## src/rtl/ps2_key_tx.sv

```systemverilog
// PS/2 device-side key transmitter: key event -> [E0] [F0] code frames.
// Ports: clk/rstn, key_* request (valid/ready), host_inhibit, PS2_CLK/PS2_DATA, busy, frame_done, seq_done.
module ps2_key_tx #(
  parameter int CLK_DIV    = 2500,
  parameter int GAP_CYCLES = 5000
) (
  input  logic       clk,
  input  logic       rstn,
  input  logic [7:0] key_code,
  input  logic       key_ext,
  input  logic       key_break,
  input  logic       key_valid,
  output logic       key_ready,
  input  logic       host_inhibit,
  output logic       PS2_CLK,
  output logic       PS2_DATA,
  output logic       busy,
  output logic       frame_done,
  output logic       seq_done
);

  localparam int MAXC = (CLK_DIV > GAP_CYCLES) ? CLK_DIV : GAP_CYCLES;
  localparam int CW   = (MAXC > 1) ? $clog2(MAXC) : 1;
  localparam logic [CW-1:0] DIV_END = CW'(CLK_DIV - 1);
  localparam logic [CW-1:0] GAP_END = CW'(GAP_CYCLES - 1);

  typedef enum logic [2:0] {
    IDLE, BIT_H, BIT_L, GAP, ABORT
  } state_t;

  state_t          state;
  logic [CW-1:0]   cnt;
  logic [3:0]      bit_idx;
  logic [10:0]     frm;
  logic [3:0][7:0] seq;
  logic [1:0]      nbytes;
  logic [1:0]      bidx;
  logic [3:0][7:0] lst;
  logic [1:0]      lst_n;
  logic            accept;

  function automatic logic [10:0] mkframe(input logic [7:0] b);
    return {1'b1, ~^b, b, 1'b0};
  endfunction

  // seq_done cycle is already IDLE; keep ready low so it never
  // coincides with an accept.
  assign key_ready = (state == IDLE) & ~host_inhibit & ~seq_done;
  assign accept    = key_valid & key_ready;
  assign busy      = (state != IDLE);

  always_comb begin
    lst   = '0;
    lst_n = 2'd1;
    case ({key_ext, key_break})
      2'b00: begin
        lst[0] = key_code;
        lst_n  = 2'd1;
      end
      2'b01: begin
        lst[0] = 8'hF0;
        lst[1] = key_code;
        lst_n  = 2'd2;
      end
      2'b10: begin
        lst[0] = 8'hE0;
        lst[1] = key_code;
        lst_n  = 2'd2;
      end
      default: begin
        lst[0] = 8'hE0;
        lst[1] = 8'hF0;
        lst[2] = key_code;
        lst_n  = 2'd3;
      end
    endcase
  end

  always_ff @(posedge clk or negedge rstn) begin
    if (!rstn) begin
      state      <= IDLE;
      cnt        <= '0;
      bit_idx    <= '0;
      frm        <= '1;
      seq        <= '0;
      nbytes     <= '0;
      bidx       <= '0;
      PS2_CLK    <= 1'b1;
      PS2_DATA   <= 1'b1;
      frame_done <= 1'b0;
      seq_done   <= 1'b0;
    end else begin
      frame_done <= 1'b0;
      seq_done   <= 1'b0;
      case (state)
        IDLE: begin
          if (accept) begin
            seq      <= lst;
            nbytes   <= lst_n;
            bidx     <= '0;
            frm      <= mkframe(lst[0]);
            bit_idx  <= '0;
            cnt      <= '0;
            PS2_CLK  <= 1'b1;
            PS2_DATA <= 1'b0;
            state    <= BIT_H;
          end
        end
        BIT_H, BIT_L: begin
          // Stop bit is never cut short; inhibit is seen at next BIT_H.
          if (host_inhibit && bit_idx != 4'd10) begin
            state    <= ABORT;
            cnt      <= '0;
            bit_idx  <= '0;
            PS2_CLK  <= 1'b1;
            PS2_DATA <= 1'b1;
          end else if (cnt != DIV_END) begin
            cnt <= cnt + 1'b1;
          end else if (state == BIT_H) begin
            cnt     <= '0;
            PS2_CLK <= 1'b0;
            state   <= BIT_L;
          end else if (bit_idx != 4'd10) begin
            cnt      <= '0;
            PS2_CLK  <= 1'b1;
            bit_idx  <= bit_idx + 4'd1;
            PS2_DATA <= frm[bit_idx + 4'd1];
            state    <= BIT_H;
          end else begin
            cnt        <= '0;
            PS2_CLK    <= 1'b1;
            PS2_DATA   <= 1'b1;
            frame_done <= 1'b1;
            bidx       <= bidx + 2'd1;
            state      <= GAP;
          end
        end
        GAP: begin
          if (!host_inhibit) begin
            if (cnt != GAP_END) begin
              cnt <= cnt + 1'b1;
            end else begin
              cnt <= '0;
              // bidx only advances on a completed frame, so an
              // aborted byte is resent from here.
              if (bidx < nbytes) begin
                frm      <= mkframe(seq[bidx]);
                bit_idx  <= '0;
                PS2_DATA <= 1'b0;
                state    <= BIT_H;
              end else begin
                seq_done <= 1'b1;
                state    <= IDLE;
              end
            end
          end
        end
        ABORT: begin
          if (!host_inhibit) begin
            cnt   <= '0;
            state <= GAP;
          end
        end
        default: state <= IDLE;
      endcase
    end
  end

endmodule

```

## config.mk

```make
export PLATFORM = sky130hd
export DESIGN_NAME = ps2_key_tx
export DESIGN_NICKNAME = d
export VERILOG_FILES = /design/src/rtl/ps2_key_tx.sv
export SDC_FILE = /design/constraint.sdc
export NUM_CORES = 1
export LEC_CHECK = 0
export CORE_UTILIZATION = 52
export DETAILED_ROUTE_END_ITERATION = 6
export PLACE_DENSITY = 0.7
export SLEW_MARGIN = 40
export SYNTH_ARGS = -nofsm -noshare
export SYNTH_HDL_FRONTEND = slang
export SYNTH_SLANG_ARGS = --single-unit
```

## constraint.sdc

```tcl
create_clock -name clk -period 1.95 [get_ports clk]
set_input_delay 0.4875 -clock clk [delete_from_list [all_inputs] [get_ports clk]]
set_output_delay 0.4875 -clock clk [all_outputs]
set_load 0.01 [all_outputs]
```

# Word level (Yosys, flattened, before mapping)
# Cells that the tools add are included.
[totals]
regBits = 63
out_inout_bits = 6
word_cells = 134
[op_classes]
n_addsub = 3
magnitude_cmp = 3
eq_ne = 21
mux = 68
n_bitwise = 5
n_reduce_logical = 21
[op_table]
columns = ["cell", "n"]
rows = [
  ["$mux 13", 6],
  ["$pmux 13 s4", 1],
  ["$mux 11", 4],
  ["$mux 4", 8],
  ["$pmux 8 s2", 2],
  ["$mux 1", 23],
  ["$pmux 11 s2", 1],
  ["$mux 3", 6],
  ["$ne 2x2->1 const B", 9],
  ["$bmux 8 s2", 1],
  ["$mux 8", 2],
  ["$reduce_xnor 8->1", 2],
  ["$mux 2", 7],
  ["$add 13x1->13 const B", 1],
  ["$ne 13x12->1 const B", 1],
  ["$ne 13x13->1 const B", 1],
  ["$pmux 3 s4", 1],
  ["$pmux 4 s3", 1],
  ["$reduce_and 5->1", 2],
  ["$ne 3x3->1 const B", 3],
  ["$pmux 2 s2", 2],
  ["$reduce_and 8->1", 1],
  ["$reduce_and 7->1", 1],
  ["$eq 3x2->1 const B", 2],
  ["27 further kinds", 33],
]

# Longest topological paths before layout
# Gate-level depths: netlist of run 1.
[depth]
depth_word = 8
ltp_mapped = 10
depth_no_buf = 8

# Least setup slack after synthesis of run 1
# OpenSTA, ideal clock, no wires.
[synth_timing]
path_type = "register to register"
startpoint = "register bit_idx[0]"
endpoint = "register state[0]"
setup_time_ps = 125
t_arrival_ps = 2002
t_required_ps = 1825
slack_ps = -177
stages_incl_launch_ff = 9
period_less_slack_ps = 2127
path_cell_list = "dfrtp_1 clkbuf_1 inv_1 ha_1 nand3b_1 nand2_1 a32oi_1 nand3_1 mux2_2"
[synth_via]
elab_chain_len = 4
elab_cells_between_ends = 6
cone_classes = "2 x eq/ne; 2 x mux; 2 x reduce/logical"
[synth_rtl]
columns = ["item", "line", "text"]
rows = [
  ["from (decl)", "33", "logic [3:0] bit_idx;"],
  ["from (signal assigned)", "126", "bit_idx <= bit_idx + 4'd1;"],
  ["$ne 4x4->1 *", "111", "if (host_inhibit && bit_idx != 4'd10) begin"],
  ["$logic_and 1x1->1 *", "111", ""],
  ["$ne 3x3->1 (no line) or $mux 3 (tied branches)", "--", ""],
  ["$reduce_and 5->1 (no line) or $pmux 3 s4 (tied branches)", "--", ""],
  ["to (signal assigned)", "106", "state <= BIT_H;"],
  ["to (signal assigned)", "112", "state <= ABORT;"],
  ["to (signal assigned)", "122", "state <= BIT_L;"],
  ["to (decl)", "31", "state_t state;"],
]
# Every way passes the cells marked *; elsewhere a longest branch is shown, timed or not.
# A chain may end at the register's enable or synchronous reset.

# Worst setup path after layout of run 1
[layout_timing]
startpoint = "register cnt[3]"
endpoint = "register frm[8]"
[layout_via]
elab_chain_len = 3
[layout_rtl]
columns = ["item", "line", "text"]
rows = [
  ["from (decl)", "32", "logic [CW-1:0] cnt;"],
  ["from (signal assigned)", "118", "cnt <= cnt + 1'b1;"],
  ["from (signal assigned)", "141", "cnt <= cnt + 1'b1;"],
  ["$ne 13x13->1", "140", "if (cnt != GAP_END) begin"],
  ["$ne 2x2->1 (no line)", "--", ""],
  ["$reduce_and 5->1 (no line)", "--", ""],
  ["to (signal assigned)", "101", "frm <= mkframe(lst[0]);"],
  ["to (signal assigned)", "147", "frm <= mkframe(seq[bidx]);"],
  ["to (decl)", "34", "logic [10:0] frm;"],
]
# No other way between the ends.

==> results.md, run 1 <==
* Via Count at between 3,000 and 4,000
* Placed Area at about 0.0044 mm²
* Syn_nets at about 430
* CTS buffer count at 9
* Instance count of the mapped netlist at approximately 410
* Initial antenna violation count at 0
* Setup TNS at -0.0675 ns
* Top post-synthesis cells by area: dfrtp_1 (35%), dfstp_2 (8.7%), nand2_1 (7.7%), o21ai_0 (4.8%), a21oi_1 (3.5%)
* Drt total wl at between 9 and 10 mm
* Max rail drop VDD at between 0.7 and 0.8 mV
* Most frequent cells in the layout: nand2_1 (71), buf_4 (66), dfrtp_1 (50)
* Fin area at ~0.0047 mm²
* Clock-pin slew on the worst setup and hold paths at roughly 0.070 ns
* Placed cells at approximately 550
* # setup viols final at 6
* Failing checks: setup timing
* Area delta synth->final at 30.3%
* Final WS setup at -0.0151 ns
* Number of global-route vias before repair at 3,261
* Layout fillers at between 500 and 600
* Routed Antenna Nets at 0
* First-pass GRT wire length at 15.2 mm
* Post-synth ARST share at 100%
* Number of diodes at 0
* CP max FO at 7
* Die Width at between 80 and 90 µm
* Status: complete, but fails checks
* Critical path arrival at 2.23 ns
* Sequential area share after synthesis at a little over two fifths
* Num ports at 20
* RSZ-0062 raised after global routing: true
* DRC viols at 0
* R2r startpoint: cnt[3]
* Crit path to: frm[8]
* MaxCap Viol Count at 0
* CP startpoint kind: flip-flop
* Core area at between 0.006 and 0.007 mm²
* Congestion Overflow GR at 0
* Clk_skew at roughly 0.0089 ns
* Final hold vios at 0
* Clock Sinks at 62
* Fin crit period at 1.97 ns
* Syn Std Cell Area at 0.00362 mm²
* Worst path required time at 2.21 ns
* Top_reg_cell synth: dfrtp_1
* Number of flops mapped to enable cells by yosys at 0
* DP HPWL at ~6.6 mm
* Clock Tree Root: clkbuf_8
* CP Capture Type: flip-flop
* Synth cell types at 56
* Nets at around 500
* Worst-Margin Slew at around 0.47 ns
* # port buffers at 19
* Slew headroom at 68.3%
* Drt first pass iters at 6
* Period utilization at 101%
* R2r setup slk at -0.02 ns
* Largest net degree at the start of global routing at about 40
* CTS tree: built
* Worst Setup SP: cnt[3]
* Worst skew pair latency at between 0.3 and 0.4 ns
* Max Fclk at approximately 500 MHz
* Routed vias/inst at ~5.8
* Placer Congestion at 0.926
* Worst r2r dst: frm[8]
* CTS max path bufs at 2
* Pre-CTS worst setup slack at -0.359 ns
* Fin util at between 60% and 70%
* Starting DRT DRC Count at 240
* Starting Density at a little over half
* Leakage power at about 2.1 nW
* Commonest non-fill, non-tap cell in the layout: nand2_1
* Worst Hold Class: in -> async
* Die area at about 0.0073 mm²
* Row count at 30
* Post-synthesis register bit count at 62
* Die H at ~85 µm
* Post-Layout Cell Count at 572
* Power Dens Cells at between 1000 and 1500 mW/mm²
* R2r worst-path depth at 6
* Share of layout cells above drive strength 1 at between 30% and 40%
* Area share of the largest cell type after synthesis at 34.6%
* H-tree Lvls at 3
* Synth warnings at 0
* Post-synth top area cell: dfrtp_1
* GRT Util Overall at a little over a quarter
* Setup Crit Path Kind: reg -> reg
* WL per Instance at ~16 µm
* Slew Viols, Final at 0
* Syn_area_per_cell at 8.88 µm²
[cells in the mapped netlist, types with 2 or more instances]
library cell,count
nand2_1,74
dfrtp_1,50
o21ai_0,35
nor2_1,31
a21oi_1,25
nand3_1,22
clkbuf_1,15
inv_1,15
xnor2_1,13
dfstp_2,12
o31ai_1,9
ha_1,8
mux2i_1,8
o2bb2ai_1,8
mux2_2,6
nand2b_1,6
a21oi_2,4
nor2b_1,4
xor2_1,4
a31oi_1,3
and3_1,3
buf_6,3
nand4_1,3
nor3_1,3
or3_1,3
a211oi_1,2
a32o_1,2
and2_1,2
buf_2,2
buf_4,2
mux4_2,2
nor4bb_1,2
o21ai_1,2
o22ai_1,2
[kinds of logic after synthesis]
| logic type | Yosys count | synth area share, % |
|---|---|---|
| multiplexers | 16 | 5.33 |
| adder cells (fa/ha/maj) | 8 | 2.77 |
| buffers and inverters | 38 | 5.29 |
| XOR/XNOR | 17 | 4.12 |
| flip-flops | 62 | 43.3 |
| AND/OR/NAND/NOR | 163 | 21.4 |
| AO/OA/AOI/OAI | 103 | 17.8 |
[worst min path at each step]
stage	from	endpoint	slack, ns	depth (start not counted)
finish	rstn	seq[7]	0.09	1
global route	rstn	seq[7]	0.11	1
CTS	rstn	seq[7]	0.10	1
detailed placement	seq[23]	seq[23]	0.46	2
global placement	rstn	seq[7]	0.46	1
floorplan	rstn	bidx[0]	0.19	0
[report_power, final]
group	switching, mW	leakage [nW]	internal, mW
clock	0.502	0.0817	0.445
combinational	1.95	1.23	1.79
sequential	0.286	0.791	1.78
[cell type report]
cell class	instances	area (µm²)	share of cell area, %
well taps	80	100	2.12
inverters	15	56.3	1.19
clock inverters	5	27.5	0.584
repair buffers	93	776	16.5
clock buffers	10	128	2.71
flip-flops and latches	62	1570	33.2
multi-input cells	307	2060	43.7
[registers in the layout (all words and copies together) (netlist names)]
register / count
nbytes: 2
PS2_CLK: 1
cnt: 13
seq_done: 1
PS2_DATA: 1
bit_idx: 4
state: 3
frame_done: 1
seq: 24
frm: 10
bidx: 2
[metal layers]
layer	global-route usage [%]	part of all wire, %	routed length [µm]
met5	0	0	0
met4	12.1	1.9	170
met3	4.47	4.2	386
met2	42.7	48	4360
met1	36.2	46	4200
[per-stage QoR]
step,hold slack [ns],total power [mW]
floorplan,0.192,4.25
global placement,0.455,5.29
detailed placement,0.461,5.40
CTS,0.102,6.46
global route,0.109,7.21
finish,0.0920,6.76
[critical path: stages, from the launching register on]
cell and delay [ns]:
dfrtp_1 0.41, nor4_4 0.34, nand3_2 0.16, o41ai_2 0.34, and2_1 0.18, buf_6 0.15, mux2_4 0.31
[timing repair]
item	in CTS	in global routing
setup endpoints to repair	32	32
setup buffers	1	2
pin swaps	4	10
hold buffers	0	0
resized for setup	23	32
Power figures use the tool's default switching activity.
==> run 2: changes to the inputs <==
--- a/config.mk
+++ b/config.mk
@@ -5,9 +5,10 @@
 export SDC_FILE = /design/constraint.sdc
 export NUM_CORES = 1
 export LEC_CHECK = 0
+export ABC_AREA = 1
 export CORE_UTILIZATION = 52
 export DETAILED_ROUTE_END_ITERATION = 6
-export PLACE_DENSITY = 0.7
+export PLACE_DENSITY = 0.69
 export SLEW_MARGIN = 40
 export SYNTH_ARGS = -nofsm -noshare
 export SYNTH_HDL_FRONTEND = slang
==> results.md, run 2 <==
* Status: finished clean
* Biggest registers after layout: seq x24, cnt x13, frm x10
* CP Capture Type: flip-flop
* Num ports at 20
* Congestion Overflow GR at 0
* Worst-path cell chain: ha_2 > nand4_1 > nor3_2 > nand2_1 > nand2_2 > nand4_1 > nor2_2 > buf_4 > nand3_1 > nand2_1
* Gr busiest metal: met2
* Most frequent cell after synthesis: nand2_1
* FF/Latch Area at approximately 0.0016 mm²
* Share of layout cells above drive strength 1 at 19.9%
* Worst-Margin Slew at 0.339 ns
* Sequential area share after synthesis at between 40 and 50%
* R2r startpoint: cnt[0]
* CTS max path bufs at 2
* Max Fclk at roughly 520 MHz
* Worst Hold Class: in -> async
* Post-synthesis register bit count at 62
* Instance count of the mapped netlist at between 500 and 600
* Starting Density at 55.0%
* Die Width at between 80 and 90 µm
* Slowest stage cell, crit path: dfrtp_1
* Placer Congestion at 0.921
* Simple-gate area share of the yosys netlist at ~33%
* GRT Util Overall at between 20 and 30%
* Core area at between 0.006 and 0.007 mm²
* H-tree Lvls at 3
* Top post-synthesis cells by area: dfrtp_1 (33%), nand2_1 (17%), dfstp_2 (8.3%), inv_1 (7.7%), o21ai_0 (5.9%)
* Critical path arrival at 2.21 ns
* Post-synth top cells: nand2_1 (174), inv_1 (78), dfrtp_1 (50), nor2_1 (50), o21ai_0 (45)
* CP startpoint kind: flip-flop
* Most frequent cells in the layout: nand2_1 (170), inv_1 (74), buf_4 (56)
* Mux contribution to synthesized area at 0.262%
* Largest family of logic cells by synthesized area: simple AND/OR/NAND/NOR gates
* # setup viols final at 0
* Slew headroom at between 70 and 80%
* Nets at 640
* Initial antenna violation count at 0
* Via Count at between 3,000 and 4,000
* GRT met3 Usage at 4.81%
* Die area at approximately 0.0077 mm²
* Drt total wl at about 9.7 mm
* Number of flops mapped to enable cells by yosys at 0
* Power Dens Cells at 1380 mW/mm²
* Synth cell types at 37
* Leakage power at roughly 2.4 nW
* Number of diodes at 0
* DP HPWL at roughly 6.9 mm
* Max rail drop VDD at 0.694 mV
* R2r worst-path depth at 10
* Max reg flops at 24
* Period utilization at around 99%
* Clock Tree Root: clkbuf_8
* Starting DRT DRC Count at roughly 230
* Worst path required time at approximately 2.2 ns
* MaxCap Viol Count at 0
* Worst Path Buf+Inv at 1
* Post-synth top area cell: dfrtp_1
* WL per Instance at approximately 14 µm
* CTS tree: built
* Fin area at 0.00479 mm²
* Area of the multi-input gates at slightly below 0.002 mm²
* Fin util at between 60 and 70%
* Syn_nets at between 500 and 600
* # port buffers at 19
* Synth warnings at 0
* Clk_skew at about 0.016 ns
* CTS buffer count at 9
* Final hold vios at 0
* Die H at 87.7 µm
* Routed Antenna Nets at 0
* Worst path top cell family by delay: simple AND/OR/NAND/NOR gates
* Slew Viols, Final at 0
* Syn_area_per_cell at slightly above 7 µm²
* Syn Std Cell Area at between 0.003 and 0.004 mm²
* Routed vias/inst at 5.15
* Adder-cell share of the synthesized area at 2.62%
* Setup Crit Path Kind: reg -> reg
* Drt first pass iters at 4
* Commonest non-fill, non-tap cell in the layout: nand2_1
* Register bank with the most flops: seq
* Layout fillers at about 580
* Worst Setup SP: cnt[0]
* Row count at 30
* Fin crit period at ~1.9 ns
* Clock Sinks at 62
* Post-synth ARST share at 100%
* GR Util met2 at between 40% and 50%
* Largest net degree at the start of global routing at 63
* Number of global-route vias before repair at 3,395
* R2r setup slk at ~0.026 ns
* CP max FO at 4
* Synth Area in XOR/XNOR at 1.15%
* Area delta synth->final at 25.6%
* Top_reg_cell synth: dfrtp_1
* Max stage delay on crit path at around 0.36 ns
* First-pass GRT wire length at roughly 16 mm
* Pre-CTS worst setup slack at -0.404 ns
* Worst skew pair latency at between 0.3 and 0.4 ns
* Worst r2r dst: bit_idx[1]
* DRC viols at 0
* Final WS setup at around 0.026 ns
* RSZ-0062 raised after global routing: true
* Complex-gate fraction of the synthesized area at a little under an eighth
* Area share of the largest cell type after synthesis at between 30% and 40%
* Clock-pin slew on the worst setup and hold paths at around 0.07 ns
* Met1 GRT Util at 38.1%
* Placed Area at roughly 0.0044 mm²
[run 2: cell count changes in the layout (fill, tap and decap cells not counted), moves of 8 or more]
cell       delta
buf_4        -10
inv_1        +59
nand2_1      +99
nand3_1      +17
nor2_1       +22
o21ai_0      +20
o21ai_1       -8
o2bb2ai_1     -8
o31ai_1       -8
xnor2_1      -11
[run 2: worst register-to-register path, stage by stage, from the launching register on]
cell and delay (ns):
dfrtp_1 0.36, ha_2 0.22, nand4_1 0.13, nor3_2 0.25, nand2_1 0.12, nand2_2 0.13
nand4_1 0.16, nor2_2 0.23, buf_4 0.15, nand3_1 0.06, nand2_1 0.06
[run 2: how the worst max path moves through the flow]
stage                      end  slack [ns]  cells past startpoint
finish              bit_idx[1]        0.03                     10
global placement     key_ready       -0.36                      3
detailed placement   key_ready       -0.40                      3
CTS                     frm[9]        0.01                     14
floorplan               frm[9]        0.13                     12
global route        bit_idx[1]       -0.17                     10
[run 2: power by group]
part           switching, mW  internal, mW  leakage, nW
Sequential             0.204          1.76        0.786
Combinational           2.09          1.33         1.54
Clock                  0.546         0.660       0.0996
[run 2: final cells by class]
| type | instances | area share (%) |
|---|---|---|
| Timing Repair Buffer | 77 | 13.4 |
| Sequential cell | 62 | 32.7 |
| Tap cell | 96 | 2.51 |
| Inverter | 81 | 6.42 |
| Multi-Input combinational cell | 387 | 40.8 |
| Clock buffer | 13 | 3.31 |
| Clock inverter | 3 | 0.887 |
[run 2: timing repair]
action	4_1_cts	5_1_grt
buffers inserted	0	9
hold buffers	0	0
pin swaps	0	14
gates cloned	0	1
setup endpoints to repair	4	26
gates resized for setup	6	24
[run 2: metal layers]
| metal | vias to the layer above | share of wire [%] | wire (µm) |
|---|---|---|---|
| met4 | 0 | 1.7 | 162 |
| met5 | - | 0 | 0 |
| met2 | 62 | 46 | 4430 |
| li1 | 1873 | - | - |
| met1 | 1753 | 49 | 4750 |
| met3 | 18 | 3.9 | 383 |
[run 2: stage by stage]
step           hold WS [ns]  setup TNS [ns]  total power [mW]  std cells
6_report              0.141               0              6.59        719
5_1_grt               0.167          -0.727              7.13        719
4_1_cts               0.165               0              6.35        709
3_5_place_dp          0.439          -11.53              5.16        693
3_3_place_gp          0.433           -8.61              5.06        693
2_1_floorplan         0.192               0              4.16        542
[run 2: kinds of logic after synthesis]
family                   count (synthesis)
XOR/XNOR                                 5
adder cells (fa/ha/maj)                  8
AND/OR/NAND/NOR                        291
multiplexers                             1
buffers and inverters                   94
flip-flops                              62
AO/OA/AOI/OAI                           81
==> run 3: changes to the inputs <==
--- a/config.mk
+++ b/config.mk
@@ -9,6 +9,7 @@
 export CORE_UTILIZATION = 52
 export DETAILED_ROUTE_END_ITERATION = 6
 export PLACE_DENSITY = 0.69
+export SETUP_SLACK_MARGIN = 0.4
 export SLEW_MARGIN = 40
 export SYNTH_ARGS = -nofsm -noshare
 export SYNTH_HDL_FRONTEND = slang
==> results.md, run 3 (synthesis gave the netlist of run 2 again) <==
* Logic pwr share at around 66%
* R2r worst-path depth at 12
* Worst Setup SP: cnt[3]
* GRT Util Overall at a little over a third
* Final hold vios at 0
* CP max FO at 3
* Clock Sinks at 62
* Worst r2r dst: PS2_CLK
* Worst Path Buf+Inv at 6
* Share of layout cells above drive strength 1 at ~46%
* Starting DRT DRC Count at between 600 and 700
* Die Width at roughly 88 µm
* Number of global-route vias before repair at 4,231
* CTS max path bufs at 2
* Area delta synth->final at 64.1%
* DRC viols at 0
* MaxCap Viol Count at 0
* Worst-Margin Slew at about 0.57 ns
* Hold_ws at roughly 0.10 ns
* Starting Density at 55.0%
* H-tree Lvls at 3
* Die H at approximately 88 µm
* RSZ-0062 raised after global routing: true
* First-pass GRT wire length at a little over 20 mm
* CTS buffer count at 9
* Setup TNS at -3.11 ns
* Hold Buf Count CTS at 0
* Power share of the sequential group at roughly 22%
* Leakage power at just under 3 nW
* CP startpoint kind: flip-flop
* Congestion Overflow GR at 0
* Biggest registers after layout: seq x24, cnt x13, frm x10
* WL per Instance at roughly 24 µm
* Routed Antenna Nets at 0
* Placer Congestion at about 0.9
* Critical path arrival at 2.52 ns
* Worst Hold Class: in -> async
* Drt first pass iters at 6
* R2r setup slk at -0.28 ns
* Core area at 0.00694 mm²
* CP Capture Type: flip-flop
* Slowest stage cell, crit path: dfrtp_1
* CTS tree: built
* Met2 wire len at around 8.1 mm
* Max reg flops at 24
* Slew Viols, Final at 0
* Failing checks: setup timing
* Max Fclk at ~450 MHz
* Net Sw Frac at about half
* Power Dens Cells at between 1500 and 2000 mW/mm²
* Slew headroom at between 60% and 70%
* Placed Area at ~0.0045 mm²
* R2r startpoint: cnt[3]
* Max stage delay on crit path at ~0.42 ns
* Via Count at 5,096
* Num ports at 20
* Largest net degree at the start of global routing at 24
* Initial antenna violation count at 0
* Drt total wl at approximately 18 mm
* Worst-path cell chain: inv_1 > nand4_1 > nor3_2 > buf_4 > buf_6 > buf_6 > buf_6 > buf_6 > nand3_4 > a31oi_4 > nor2_1 > a21oi_1
* Commonest non-fill, non-tap cell in the layout: nand2_1
* # setup viols final at 31
* Period utilization at 114%
* Wl on met1 at 6.18 mm
* Setup Crit Path Kind: reg -> reg
* # port buffers at 19
* Clock power share at 12.1%
* Row count at 30
* Status: complete, but fails checks
* DR WL met3 at 2.37 mm
* Worst skew pair latency at roughly 0.38 ns
* Number of diodes at 0
* Max rail drop VDD at roughly 1 mV
* Fin area at around 0.0063 mm²
* Most frequent cells in the layout: nand2_1 (135), buf_4 (68), inv_1 (60)
* Clk_skew at between 0.02 and 0.025 ns
* Final WS setup at -0.282 ns
* Max layer used: met4
* DP HPWL at just over 7 mm
* Register bank with the most flops: seq
* Fin crit period at 2.23 ns
* Die area at 0.00769 mm²
* Worst path top cell family by delay: buffers and inverters
* Clock Tree Root: clkbuf_8
* Net Sw Power at 4.61 mW
* Clock-pin slew on the worst setup and hold paths at about 0.09 ns
* Worst path required time at roughly 2.2 ns
* Nets at 698
* Cell mode on critical path: buf_6
* Routed vias/inst at between 6 and 7
* Internal at ~4.9 mW
## run 3: cell count changes in the layout (fill, tap and decap cells not counted), sizes merged, moves of 2 or more
cell           delta
buf              +60
clkdlybuf4s50     -6
inv               -2
clkinv            +2
clkbuf            +2
dlygate4sd2       +2
## run 3: routing by layer
layer | up-vias | GRT usage (%)
met2 | 536 | 57.8
met1 | 2320 | 44.6
met5 | - | 0
met3 | 240 | 8.77
li1 | 2000 | -
met4 | 0 | 19.1
## run 3: layout make-up
cell class              count  area, µm²
multi-input cells         386       2660
flip-flops and latches     62       1570
repair buffers            136       1400
fillers                   266        681
inverters                  81        329
clock buffers              13        169
well taps                  96        120
clock inverters             3       17.5
## run 3: worst reg2reg max path, delay by kind of cell, from the launching register on
family	cells	cell delay [ns]
buffers and inverters	6	0.73
and+or+nand+nor	4	0.63
DFF	1	0.42
AOI/OAI and AO/OA	2	0.38
## run 3: how the worst max path moves through the flow
stage	end	slack (ns)	depth (start not counted)
after global placement	frm[9]	-0.30	15
after floorplan	frm[7]	0.26	10
after CTS	key_ready	0.16	4
after global routing	PS2_CLK	-0.26	12
after detailed placement	frm[9]	-0.38	14
final	PS2_CLK	-0.28	12
## run 3: what timing repair did
action / 4_1_cts / 5_1_grt
pin swaps: 34 / 48
cloned: 4 / 2
gates resized for setup: 141 / 158
buffers inserted: 48 / 16
setup endpoints to repair: 59 / 64
## run 3: power groups by stage
stage	logic (mW)	registers [mW]	clock network, mW
after global routing	6.48	2.13	1.19
after global placement	3.18	1.98	0
after detailed placement	3.24	2.00	0
after floorplan	2.28	1.96	0
final	6.27	2.11	1.16
after CTS	4.40	1.99	1.10
## run 3: per-stage QoR
| stage | util [%] | total power [mW] | cells | worst slack [ns] |
|---|---|---|---|---|
| after floorplan | - | 4.24 | 542 | 0.264 |
| after global placement | 64.8 | 5.17 | 691 | -0.301 |
| after detailed placement | 64.8 | 5.24 | 691 | -0.378 |
| after CTS | 79.8 | 7.49 | 759 | 0.163 |
| after global routing | 90.2 | 9.81 | 777 | -0.257 |
| final | 90.2 | 9.54 | 777 | -0.282 |
